$ cat src/rtl/led_scan_pkg.sv
// Shared constants and types for the iceFUN 8x4 LED matrix scan driver.
package led_scan_pkg;

  localparam int NUM_COLS = 4;
  localparam int ROW_BITS = 8;

  localparam logic [ROW_BITS-1:0] LEDS_OFF = 8'hFF;
  localparam logic [NUM_COLS-1:0] COLS_OFF = 4'hF;

  typedef logic [1:0] col_idx_t;

  // Active-low one-hot column select for a given column index.
  function automatic logic [NUM_COLS-1:0] col_select(input col_idx_t idx);
    return ~(NUM_COLS'(1) << idx);
  endfunction

endpackage

$ cat src/rtl/led_scan_timer.sv
// Slot/column timebase for the LED scan: slot_cnt wraps every SCAN_DIV cycles,
// col_idx advances on each wrap, and load marks the first cycle of every frame.
module led_scan_timer
  import led_scan_pkg::*;
#(
  parameter int SCAN_DIV = 2000,
  parameter int CNT_W    = $clog2(SCAN_DIV)
) (
  input  logic             clk,
  input  logic             rst,
  output logic [CNT_W-1:0] slot_cnt,
  output col_idx_t         col_idx,
  output logic             load
);

  always_ff @(posedge clk or posedge rst) begin
    if (rst) begin
      slot_cnt <= '0;
      col_idx  <= '0;
    end else if (slot_cnt == CNT_W'(SCAN_DIV - 1)) begin
      slot_cnt <= '0;
      col_idx  <= col_idx + col_idx_t'(1);
    end else begin
      slot_cnt <= slot_cnt + CNT_W'(1);
    end
  end

  // Also true in the first cycle after reset, so a fresh frame always reloads.
  assign load = (slot_cnt == '0) && (col_idx == '0);

endmodule

$ cat src/rtl/led_scan_pwm.sv
// Column-scanned, double-buffered driver for the iceFUN 8x4 LED matrix.
// Define LED_SCAN_PWM_EN to enable brightness PWM inside each slot's lit window.
module led_scan_pwm
  import led_scan_pkg::*;
#(
  parameter int SCAN_DIV     = 2000,
  parameter int BLANK_CYCLES = 64
) (
  input  logic                clk,
  input  logic                rst,
  input  logic [ROW_BITS-1:0] leds1,
  input  logic [ROW_BITS-1:0] leds2,
  input  logic [ROW_BITS-1:0] leds3,
  input  logic [ROW_BITS-1:0] leds4,
  input  logic [3:0]          brightness,
  output logic [ROW_BITS-1:0] leds,
  output logic [NUM_COLS-1:0] lcol,
  output logic                frame_start
);

  localparam int CNT_W = $clog2(SCAN_DIV);

  if (SCAN_DIV < 2 || SCAN_DIV > 65535) begin : g_bad_scan_div
    $error("led_scan_pwm: SCAN_DIV must be in 2..65535");
  end
  if (BLANK_CYCLES < 0 || BLANK_CYCLES >= SCAN_DIV) begin : g_bad_blank
    $error("led_scan_pwm: BLANK_CYCLES must be in 0..SCAN_DIV-1");
  end

  logic [CNT_W-1:0]    slot_cnt;
  col_idx_t            col_idx;
  logic                load;
  logic [ROW_BITS-1:0] shadow [NUM_COLS];
  logic                above_blank;
  logic                pwm_on;
  logic                lit;

  led_scan_timer #(
    .SCAN_DIV (SCAN_DIV),
    .CNT_W    (CNT_W)
  ) u_timer (
    .clk      (clk),
    .rst      (rst),
    .slot_cnt (slot_cnt),
    .col_idx  (col_idx),
    .load     (load)
  );

  assign above_blank = int'(slot_cnt) >= BLANK_CYCLES;

`ifdef LED_SCAN_PWM_EN
  // Wide enough for SCAN_DIV*16, so neither side of the compare can wrap.
  localparam int PW = $clog2(SCAN_DIV * 16 + 1);

  logic [PW-1:0] pwm_lhs;
  logic [PW-1:0] pwm_rhs;

  // pwm_lhs wraps below BLANK_CYCLES, but lit is already gated by above_blank.
  assign pwm_lhs = (PW'(slot_cnt) - PW'(BLANK_CYCLES)) << 4;
  assign pwm_rhs = PW'(SCAN_DIV - BLANK_CYCLES) * (PW'(brightness) + PW'(1));
  assign pwm_on  = pwm_lhs < pwm_rhs;
`else
  logic unused_brightness;
  assign unused_brightness = ^brightness;
  assign pwm_on = 1'b1;
`endif

  assign lit = above_blank && pwm_on;

  always_ff @(posedge clk or posedge rst) begin
    if (rst) begin
      leds        <= LEDS_OFF;
      lcol        <= COLS_OFF;
      frame_start <= 1'b0;
      for (int i = 0; i < NUM_COLS; i++) shadow[i] <= '0;
    end else begin
      frame_start <= load;
      if (load) begin
        shadow[0] <= leds1;
        shadow[1] <= leds2;
        shadow[2] <= leds3;
        shadow[3] <= leds4;
      end
      if (lit) begin
        lcol <= col_select(col_idx);
        leds <= ~shadow[col_idx];
      end else begin
        lcol <= COLS_OFF;
        leds <= LEDS_OFF;
      end
    end
  end

endmodule

$ cat config.mk
export PLATFORM = sky130hd
export DESIGN_NAME = led_scan_pwm
export DESIGN_NICKNAME = d
export VERILOG_FILES = /design/src/rtl/led_scan_pkg.sv /design/src/rtl/led_scan_timer.sv /design/src/rtl/led_scan_pwm.sv
export SDC_FILE = /design/constraint.sdc
export NUM_CORES = 1
export LEC_CHECK = 0
export ABC_AREA = 1
export CORE_MARGIN = 10
export CORE_UTILIZATION = 45
export CTS_CLUSTER_SIZE = 30
export DETAILED_ROUTE_END_ITERATION = 8
export PLACE_DENSITY = 0.78
export SKIP_LAST_GASP = 1
export SLEW_MARGIN = 10
export SYNTH_ARGS = -nofsm -noshare
export SYNTH_HDL_FRONTEND = slang
export SYNTH_SLANG_ARGS = --single-unit
$ cat constraint.sdc
create_clock -name clk -period 2.1 [get_ports clk]
set_clock_uncertainty 0.1 [all_clocks]
set_input_delay 0.63 -clock clk [delete_from_list [all_inputs] [get_ports clk]]
set_output_delay 0.63 -clock clk [all_outputs]
set_load 0.05 [all_outputs]
==> results.py, run 1 <==
metrics = {
    "synthesis": {
        "synth_edf_count": 0,
        "synth_area_leader_cell": "sky130_fd_sc_hd__dfrtp_1",
        "synth_seq_cells": 58,
        "synthFlopType": "sky130_fd_sc_hd__dfrtp_1",
        "synth_seq_area_share_pct": 54.5,
        "synth.distinct_cells": 20,
        "synth.top_cell.area_share_pct": 42.8,
        "synthArstFlopShare_pct": 100,
        "ys.warnings.count": 0,
        "leading_cell_type_by_number_of_instances_after_synthesis": "sky130_fd_sc_hd__nand2_1",
        "synth_fp_nets": 363,
        "netlist_top_cells_area": "sky130_fd_sc_hd__dfrtp_1, sky130_fd_sc_hd__nand2_1, sky130_fd_sc_hd__dfstp_2",
        "netlist_area_um2": 2690,
        "synthCells": 319,
        "synthTopCellsByCount": "sky130_fd_sc_hd__nand2_1, sky130_fd_sc_hd__dfrtp_1, sky130_fd_sc_hd__nor2_1",
        "post_synth.cell_area_avg_um2": 8.44,
    },
    "critical_path": {
        "cp-end-kind": "output pin",
        "worstSetupPathType": "reg2out",
        "slowest_delay_ns": 0.57,
        "timing.critical_path.fanout_max": 1,
        "timing.critical_path.arrival_ns": 1.04,
        "cpMaxStageDelayCell": "sky130_fd_sc_hd__dfstp_2",
        "worstSetupStartpointType": "flip-flop",
        "path_delay_family": "flip-flops",
        "crit_buf_inv": 1,
        "worst-endpoint-required_ns": 1.37,
        "setup.reg_to_reg.worst_slack_ns": 0.39,
        "cp_cell_sequence": "buf_12",
    },
    "global_route": {
        "grt_overflow_total": 0,
        "first_global_vias": 2205,
        "grt_use_total_pct": 13.2,
        "grt_max_degree": 59,
        "grt_pass1_wl_mm": 10.4,
        "grt_antenna_before_repair": 0,
    },
    "floorplan": {
        "die_h_um": 97.4,
        "chipWidth_um": 97.4,
        "fp.dieArea_um2": 9480,
        "floorplan.initialDensity_pct": 46.0,
        "ios": 51,
        "total_number_of_placement_rows": 28,
        "design.core.area_um2": 5850,
    },
    "clocking": {
        "clock_tree.htree_level_count": 3,
        "cts_max_path_buffers": 2,
        "total_clock_buffers_created_by_cts": 9,
        "post-cts-setup-buffers": 0,
        "number_of_hold_buffers_added_after_cts": 0,
        "clk_pin_slew_worst_setup_hold_paths_ns": 0.07,
        "cts_tree": "yes",
        "cts.sinks": 58,
        "clock_latency_ns": 0.33,
        "postCtsResizedCells": 0,
        "clock_tree_root": "sky130_fd_sc_hd__clkbuf_8",
    },
    "placed_design": {
        "io_buffers": 46,
        "dp_hpwl_mm": 4.15,
        "dp_cells": 432,
        "finalWeightedCongestion": 0.856,
    },
    "timing": {
        "timing.final.max_slew_violations": 0,
        "fin_setup_tns_ns": 0,
        "finalCritPeriodShare_pct": 84.3,
        "maxClockFrequency_mhz": 565,
        "tightestPinTransition_ns": 0.428,
        "setup_repair_after_global_routing_missed_its_margin": "no",
        "timing.final.setup_violations": 0,
        "timing_hold_violations_final": 0,
        "timing.final.crit_period_ns": 1.77,
        "slew_headroom_pct": 71.4,
    },
    "drt": {
        "detailroute.via_count": 2240,
        "drt_first_iter_violations": 152,
        "detail-route-antenna-nets": 0,
        "routed_wl_mm": 6.12,
        "drc": 0,
        "detail_route.wl_per_cell_um": 13.7,
        "detail_route.vias_per_cell": 5.00,
        "detailedRoute.firstPassIterationCount": 4,
    },
    "finish": {
        "fillCellCount": 496,
        "final_core_util_pct": 60.3,
        "finalNonFillerCells": 448,
        "nNetsFinal": 412,
        "final_layout_size_suffix_gt1_share_pct": 16.1,
        "area.growth.synth_to_final_pct": 31.1,
        "n_antenna_cell": 0,
        "regArea_um2": 1470,
        "total_area_of_multi_input_combinational_cells_um2": 1050,
    },
    "pwr": {
        "p_leak_nw": 1.70,
        "power_density_nw_per_um2": 663,
        "maximum_vdd_drop_mv": 0.427,
    },
    "flow_run": {
        "timing.max_cap.violations": 0,
    },
    "hold_path": {
        "min_path_type": "reg2reg",
    },
    "outcome": {
        "outcome": "complete, no violations",
    },
}
==> registers in the layout (all words and copies together) (netlist names) <==
signal and count:
frame_start 1, lcol 4, leds 8, shadow 32, u_timer.col_idx 2, u_timer.slot_cnt 11
==> final timing paths <==
kind	end	depth (start not counted)	start
setup / recovery	leds[0]	1	leds[0]$_DFF_PP1_
setup reg to reg	shadow[12]$_DFFE_PP0P_	6	u_timer.slot_cnt[8]$_DFF_PP0_
max in group asynchronous	leds[7]$_DFF_PP1_	3	rst
hold reg to reg	shadow[14]$_DFFE_PP0P_	2	shadow[14]$_DFFE_PP0P_
min in group asynchronous	u_timer.slot_cnt[9]$_DFF_PP0_	3	rst
hold / removal	shadow[14]$_DFFE_PP0P_	2	shadow[14]$_DFFE_PP0P_
==> layer usage <==
layer	GRT usage [%]	wire (µm)	vias up
met2	20.4	2890	74
li1	-	-	1105
met4	6.94	142	0
met1	16.6	2800	1048
met3	3.34	287	13
met5	0	0	-
==> cell families after synthesis <==
family	Yosys count	share of synthesized area [%]
AOI/OAI and AO/OA	28	5.20
xor gates and xnor gates	3	0.976
adders and majority gates	6	2.79
buffers and inverters	32	6.41
DFF	58	54.5
and+or+nand+nor	192	30.2
==> power by group <==
part           internal, W  total [W]  switching (W)
clock             0.000610    0.00105       0.000435
sequential         0.00115    0.00117      0.0000174
combinational    0.0000753   0.000129      0.0000535
total              0.00184    0.00234       0.000506
==> cells in the final DEF, fill, tap and decap left out, types with 3 or more instances in the layout <==
| cell type | count |
|---|---|
| sky130_fd_sc_hd__dfrtp_1 | 46 |
| sky130_fd_sc_hd__nor2_1 | 45 |
| sky130_fd_sc_hd__xor2_1 | 3 |
| sky130_fd_sc_hd__buf_12 | 13 |
| sky130_fd_sc_hd__o21ai_1 | 5 |
| sky130_fd_sc_hd__nand2_1 | 101 |
| sky130_fd_sc_hd__a21oi_1 | 4 |
| sky130_fd_sc_hd__ha_1 | 6 |
| sky130_fd_sc_hd__clkbuf_8 | 11 |
| sky130_fd_sc_hd__clkinvlp_4 | 3 |
| sky130_fd_sc_hd__dfstp_2 | 12 |
| sky130_fd_sc_hd__buf_4 | 7 |
| sky130_fd_sc_hd__nor2_4 | 4 |
| sky130_fd_sc_hd__inv_2 | 6 |
| sky130_fd_sc_hd__o21ai_0 | 19 |
| sky130_fd_sc_hd__clkdlybuf4s50_1 | 33 |
| sky130_fd_sc_hd__inv_1 | 10 |
| sky130_fd_sc_hd__nand3_1 | 39 |
==> metrics by stage <==
step                      worst slack, ns  total power (W)  instance area, µm²  hold WS [ns]
after detailed placement            0.403          0.00132                3320         0.359
final                               0.329          0.00234                3530         0.374
after floorplan                     0.317          0.00123                2700         0.337
after global placement              0.455          0.00131                3320         0.349
after global routing                0.226          0.00243                3530         0.397
after CTS                           0.315          0.00237                3530         0.375
==> area by class of cell <==
type | count | share of cell area (%)
clock buffer | 12 | 4.40
timing repair buffer | 53 | 18.2
multi-input combinational | 229 | 29.8
tap | 75 | 2.66
clock inverter | 4 | 1.42
sequential | 58 | 41.5
inverter | 17 | 1.91
Power figures use the tool's default switching activity.
==> run 2, diff against run 1 <==
PLACE_DENSITY = 0.76   (was 0.78)
clock period = 1.7 ns   (was 2.1 ns; I/O delays follow)
==> run 2 against run 1 <==
Wire length shrank 3.4%. Die area is the same. Worst hold slack lost 0.0087 ns. Cell area grew 0.85%. Sequential cell count is the same. Via count shrank 1.6%. Worst setup slack lost 0.26 ns. Core utilization grew 0.51 points. Power grew 24%. Count of clock-buffer cells in the layout grew 2. Sequential power grew 23%. Global-route usage shrank 0.70 points. Critical path type unchanged. Largest power group unchanged.
==> results.py, run 2 (same netlist as run 1, synthesis figures left out) <==
metrics = {
    "outcome": {
        "outcome": "complete, no violations",
    },
    "flow_run": {
        "timing.max_cap.violations": 0,
    },
    "critical_path": {
        "slowest_delay_ns": 0.55,
        "worstSetupPathType": "reg2out",
        "timing.critical_path.fanout_max": 1,
        "cpMaxStageDelayCell": "sky130_fd_sc_hd__dfstp_2",
        "cp_cell_sequence": "buf_12",
        "worst-endpoint-required_ns": 1.09,
        "timing.critical_path.arrival_ns": 1.02,
        "crit_buf_inv": 1,
        "worstSetupStartpointType": "flip-flop",
        "cp-end-kind": "output pin",
        "path_delay_family": "flip-flops",
    },
    "placed_design": {
        "dp_hpwl_mm": 4.15,
        "finalWeightedCongestion": 0.775,
        "io_buffers": 46,
        "dp_cells": 434,
        "dp_worst_setup_slack_ns": 0.191,
    },
    "clocking": {
        "clock_latency_ns": 0.34,
        "cts_tree": "yes",
        "clock_tree_root": "sky130_fd_sc_hd__clkbuf_8",
        "post-cts-setup-buffers": 0,
        "total_clock_buffers_created_by_cts": 9,
        "cts.sinks": 58,
        "clk_pin_slew_worst_setup_hold_paths_ns": 0.06,
        "cts_max_path_buffers": 2,
        "postCtsResizedCells": 0,
        "clock_tree.htree_level_count": 3,
        "number_of_hold_buffers_added_after_cts": 0,
    },
    "drt": {
        "detailroute.via_count": 2204,
        "detail_route.wl_per_cell_um": 13.1,
        "routed_wl_mm": 5.91,
        "drt_first_iter_violations": 155,
        "drc": 0,
        "detail_route.vias_per_cell": 4.90,
        "detail-route-antenna-nets": 0,
        "detailedRoute.firstPassIterationCount": 4,
    },
    "finish": {
        "finalNonFillerCells": 450,
        "layout.cells.most_common": "sky130_fd_sc_hd__nand2_1",
        "final_layout_size_suffix_gt1_share_pct": 16.3,
        "n_antenna_cell": 0,
        "nNetsFinal": 414,
        "most_flop_heavy_register": "shadow",
        "most-common-layout-cells": "sky130_fd_sc_hd__nand2_1, sky130_fd_sc_hd__dfrtp_1, sky130_fd_sc_hd__nor2_1, sky130_fd_sc_hd__nand3_1, sky130_fd_sc_hd__clkdlybuf4s50_1",
        "largest_reg_flops": 32,
        "fillCellCount": 478,
        "reg_top3": "shadow: 32 flops, u_timer.slot_cnt: 11 flops, leds: 8 flops",
        "area.growth.synth_to_final_pct": 32.2,
    },
    "pwr": {
        "pwr-share-clk_pct": 44.9,
        "p_leak_nw": 1.72,
        "netSwitchingPower_w": 0.000595,
        "internal_power_w": 0.00231,
        "sequential_fraction_of_design_power_pct": 49.6,
        "power_density_nw_per_um2": 816,
        "power.combinational.fraction_pct": 5.5,
        "switching_share_pct": 20.5,
        "maximum_vdd_drop_mv": 0.470,
    },
    "global_route": {
        "grt_use_total_pct": 12.5,
        "grt_pass1_wl_mm": 9.85,
        "grt_overflow_total": 0,
        "grt_antenna_before_repair": 0,
        "first_global_vias": 2133,
        "grt_max_degree": 59,
    },
    "timing": {
        "timing.final.crit_period_ns": 1.63,
        "finalCritPeriodShare_pct": 95.8,
        "slew_headroom_pct": 76.9,
        "timing.final.max_slew_violations": 0,
        "maxClockFrequency_mhz": 614,
        "finalWorstSetupSlack_ns": 0.0708,
        "tightestPinTransition_ns": 0.346,
        "timing.final.setup_violations": 0,
        "timing_hold_violations_final": 0,
        "setup_repair_after_global_routing_missed_its_margin": "no",
        "fin_setup_tns_ns": 0,
    },
    "floorplan": {
        "total_number_of_placement_rows": 28,
        "die_h_um": 97.4,
        "chipWidth_um": 97.4,
        "floorplan.initialDensity_pct": 46.0,
        "design.core.area_um2": 5850,
        "ios": 51,
        "fp.dieArea_um2": 9480,
    },
    "hold_path": {
        "min_path_type": "reg2reg",
    },
}
[run 2: changes by cell type in the layout (fill, tap and decap cells not counted)]
| cell | before | now |
|---|---|---|
| sky130_fd_sc_hd__buf_12 | 13 | 14 |
| sky130_fd_sc_hd__buf_4 | 7 | 8 |
| sky130_fd_sc_hd__clkbuf_1 | 1 | 2 |
| sky130_fd_sc_hd__clkbuf_8 | 11 | 12 |
| sky130_fd_sc_hd__clkinvlp_4 | 3 | 1 |
[run 2: final timing paths]
| check | endpoint | cells past startpoint | slack, ns | start |
|---|---|---|---|---|
| worst min register to register | shadow[15]$_DFFE_PP0P_ | 2 | 0.37 | shadow[15]$_DFFE_PP0P_ |
| worst max-delay path | leds[1] | 1 | 0.07 | leds[1]$_DFF_PP1_ |
| min in group asynchronous | shadow[28]$_DFFE_PP0P_ | 3 | 0.50 | rst |
| worst min-delay path | shadow[15]$_DFFE_PP0P_ | 2 | 0.37 | shadow[15]$_DFFE_PP0P_ |
| worst max register to register | shadow[12]$_DFFE_PP0P_ | 7 | 0.18 | u_timer.col_idx[1]$_DFFE_PP0N_ |
| max in group asynchronous | leds[7]$_DFF_PP1_ | 3 | 0.69 | rst |
[run 2: area by class of cell]
type / count / area, µm² / share of cell area (%)
inverter: 17 / 67.6 / 1.90
timing repair buffer: 55 / 671 / 18.8
clock inverter: 2 / 35.0 / 0.984
sequential: 58 / 1470 / 41.2
multi-input combinational: 229 / 1050 / 29.6
tap: 75 / 93.8 / 2.64
clock buffer: 14 / 173 / 4.85
[run 2: per-stage QoR]
stage / power, W / cell area, µm² / util, % / hold slack [ns]
after floorplan: 0.00152 / 2700 / - / 0.337
after global routing: 0.00301 / 3560 / 60.8 / 0.393
after detailed placement: 0.00163 / 3350 / 57.3 / 0.353
after CTS: 0.00293 / 3560 / 60.8 / 0.368
final: 0.00290 / 3560 / 60.8 / 0.366
after global placement: 0.00162 / 3350 / 57.3 / 0.350
[run 2: per-layer routing]
metal  share of wire (%)  global-route usage (%)  vias up
met5                   0                       0        -
met4                 1.5                    6.71        0
met3                 5.2                    2.77        8
met2                  48                    20.4       60
met1                  45                    14.9     1026
li1                    -                       -     1110
[run 2: power by group through the flow]
| stage | registers, W | logic, W | clock network [W] |
|---|---|---|---|
| floorplan | 0.00146 | 0.0000627 | 0 |
| global placement | 0.00146 | 0.000158 | 0 |
| detailed placement | 0.00146 | 0.000163 | 0 |
| CTS | 0.00144 | 0.000164 | 0.00133 |
| global route | 0.00145 | 0.000181 | 0.00139 |
| finish | 0.00144 | 0.000160 | 0.00130 |
==> run 3, diff against run 2 <==
clock period = 1.6 ns   (was 1.7 ns; I/O delays follow)
==> run 3 against run 2 <==
Worst hold slack gained 0.0047 ns. Die area is the same. Global-route usage grew 0.65 points. Final cell count grew 0.22%. Cell area grew 1.5%. Power grew 5.5%. Critical endpoint is now leds[5]. Critical path depth is the same.
==> results.py, run 3 (same netlist as run 1, synthesis figures left out) <==
metrics = {
    "finish": {
        "layout.cells.most_common": "sky130_fd_sc_hd__nand2_1",
        "most-common-layout-cells": "sky130_fd_sc_hd__nand2_1, sky130_fd_sc_hd__dfrtp_1, sky130_fd_sc_hd__nor2_1, sky130_fd_sc_hd__nand3_1, sky130_fd_sc_hd__clkdlybuf4s50_1",
        "regArea_um2": 1470,
        "area.growth.synth_to_final_pct": 34.2,
        "total_area_of_multi_input_combinational_cells_um2": 1080,
        "final_layout_size_suffix_gt1_share_pct": 17.8,
        "largest_reg_flops": 32,
        "nNetsFinal": 415,
        "most_flop_heavy_register": "shadow",
        "fillCellCount": 467,
        "total_non_filler_cell_area_in_the_finished_layout_um2": 3610,
        "n_antenna_cell": 0,
        "reg_top3": "shadow: 32 flops, u_timer.slot_cnt: 11 flops, leds: 8 flops",
    },
    "drt": {
        "detail_route.wl_per_cell_um": 13.5,
        "detailroute.via_count": 2222,
        "detail-route-antenna-nets": 0,
        "detailedRoute.firstPassIterationCount": 4,
        "drt_first_iter_violations": 140,
        "detail_route.vias_per_cell": 4.93,
        "drc": 0,
        "routed_wl_mm": 6.09,
    },
    "timing": {
        "timing.final.max_slew_violations": 0,
        "timing.final.setup_violations": 0,
        "timing.final.crit_period_ns": 1.59,
        "fin_setup_tns_ns": 0,
        "tightestPinTransition_ns": 0.354,
        "finalCritPeriodShare_pct": 99.6,
        "maxClockFrequency_mhz": 628,
        "slew_headroom_pct": 76.3,
        "timing_hold_violations_final": 0,
        "setup_repair_after_global_routing_missed_its_margin": "yes",
    },
    "clocking": {
        "cts_max_path_buffers": 2,
        "total_clock_buffers_created_by_cts": 9,
        "clock_tree.htree_level_count": 3,
        "cts.sinks": 58,
        "clock_latency_ns": 0.33,
        "clk_pin_slew_worst_setup_hold_paths_ns": 0.07,
        "clock_tree_root": "sky130_fd_sc_hd__clkbuf_8",
        "cts_tree": "yes",
    },
    "floorplan": {
        "design.core.area_um2": 5850,
        "chipWidth_um": 97.4,
        "die_h_um": 97.4,
        "fp.dieArea_um2": 9480,
        "total_number_of_placement_rows": 28,
        "floorplan.initialDensity_pct": 46.0,
        "ios": 51,
    },
    "critical_path": {
        "cpMaxStageDelayCell": "sky130_fd_sc_hd__dfstp_2",
        "worstSetupStartpointType": "flip-flop",
        "cp-end-kind": "output pin",
        "slowest_delay_ns": 0.55,
        "timing.critical_path.fanout_max": 1,
        "crit_buf_inv": 1,
        "worstSetupPathType": "reg2out",
        "path_delay_family": "flip-flops",
        "cp_cell_sequence": "buf_12",
        "worst-endpoint-required_ns": 1.02,
        "timing.critical_path.arrival_ns": 1.01,
    },
    "pwr": {
        "p_leak_nw": 1.73,
        "power_density_nw_per_um2": 848,
        "maximum_vdd_drop_mv": 0.477,
    },
    "placed_design": {
        "dp_hpwl_mm": 4.39,
        "dpl_cell_area_um2": 3400,
        "io_buffers": 46,
        "finalWeightedCongestion": 0.828,
    },
    "global_route": {
        "grt_overflow_total": 0,
        "grt_use_total_pct": 13.1,
        "grt_antenna_before_repair": 0,
        "first_global_vias": 2157,
        "grt_max_degree": 34,
        "grt_pass1_wl_mm": 10.3,
    },
    "outcome": {
        "outcome": "complete, no violations",
    },
    "flow_run": {
        "timing.max_cap.violations": 0,
    },
    "hold_path": {
        "min_path_type": "reg2reg",
    },
}
-- run 3: changes by cell type in the layout (fill, tap and decap cells not counted), sizes merged --
cell,change
clkinvlp,+3
buf,+1
clkbuf,-4
clkinv,+1
-- run 3: final cells by class --
type	count	area share [%]
Sequential cell	58	40.6
Multi-Input combinational cell	229	29.8
Timing Repair Buffer	56	19.5
Clock buffer	10	3.81
Tap cell	75	2.60
Inverter	17	1.94
Clock inverter	6	1.83
-- run 3: what timing repair did --
action | CTS | global route
cloned | 0 | 0
resized for setup | 0 | 1
buffers inserted | 0 | 0
endpoints found under the setup margin | 8 | 41
hold buffers | 0 | 0
endpoints found under the hold margin | 0 | 0
-- run 3: final timing paths --
kind / from / end / slack [ns] / depth (start not counted)
min in group asynchronous: rst / u_timer.slot_cnt[7]$_DFF_PP0_ / 0.46 / 3
setup reg to reg: u_timer.slot_cnt[0]$_DFF_PP0_ / shadow[12]$_DFFE_PP0P_ / 0.11 / 7
hold / removal: shadow[18]$_DFFE_PP0P_ / shadow[18]$_DFFE_PP0P_ / 0.37 / 2
max in group asynchronous: rst / leds[2]$_DFF_PP1_ / 0.69 / 3
hold reg to reg: shadow[18]$_DFFE_PP0P_ / shadow[18]$_DFFE_PP0P_ / 0.37 / 2
setup / recovery: leds[5]$_DFF_PP1_ / leds[5] / 0.007 / 1
-- run 3: metal layers --
metal	up-vias	GRT usage, %	wire (µm)
li1	1117	-	-
met1	1019	17.0	2720
met2	75	19.1	2810
met3	11	4.20	432
met4	0	6.71	128
met5	-	0	0
-- run 3: worst reg2reg max path: cells and delay by family (launching register included) --
family / cells / cell delay, ns
buffers and inverters: 2 / 0.30
AND/OR/NAND/NOR: 4 / 0.49
adder cells (fa/ha/maj): 1 / 0.14
flip-flops: 1 / 0.41
-- run 3: where the power goes --
group | leakage [nW] | total (W) | switching [W] | internal, W
registers | 0.680 | 0.00153 | 0.0000240 | 0.00151
clock network | 0.0945 | 0.00135 | 0.000594 | 0.000760
logic | 0.953 | 0.000177 | 0.0000730 | 0.000104
-- run 3: per-stage QoR --
step / setup slack (ns) / total power, W / hold slack (ns) / utilization (%) / instances
after floorplan: 0.00671 / 0.00162 / 0.337 / - / 319
after CTS: -0.00741 / 0.00309 / 0.371 / 61.6 / 451
final: 0.00702 / 0.00306 / 0.370 / 61.8 / 451
after detailed placement: 0.0713 / 0.00174 / 0.355 / 58.1 / 435
after global routing: -0.0317 / 0.00319 / 0.403 / 61.8 / 451
after global placement: 0.123 / 0.00173 / 0.350 / 58.1 / 435
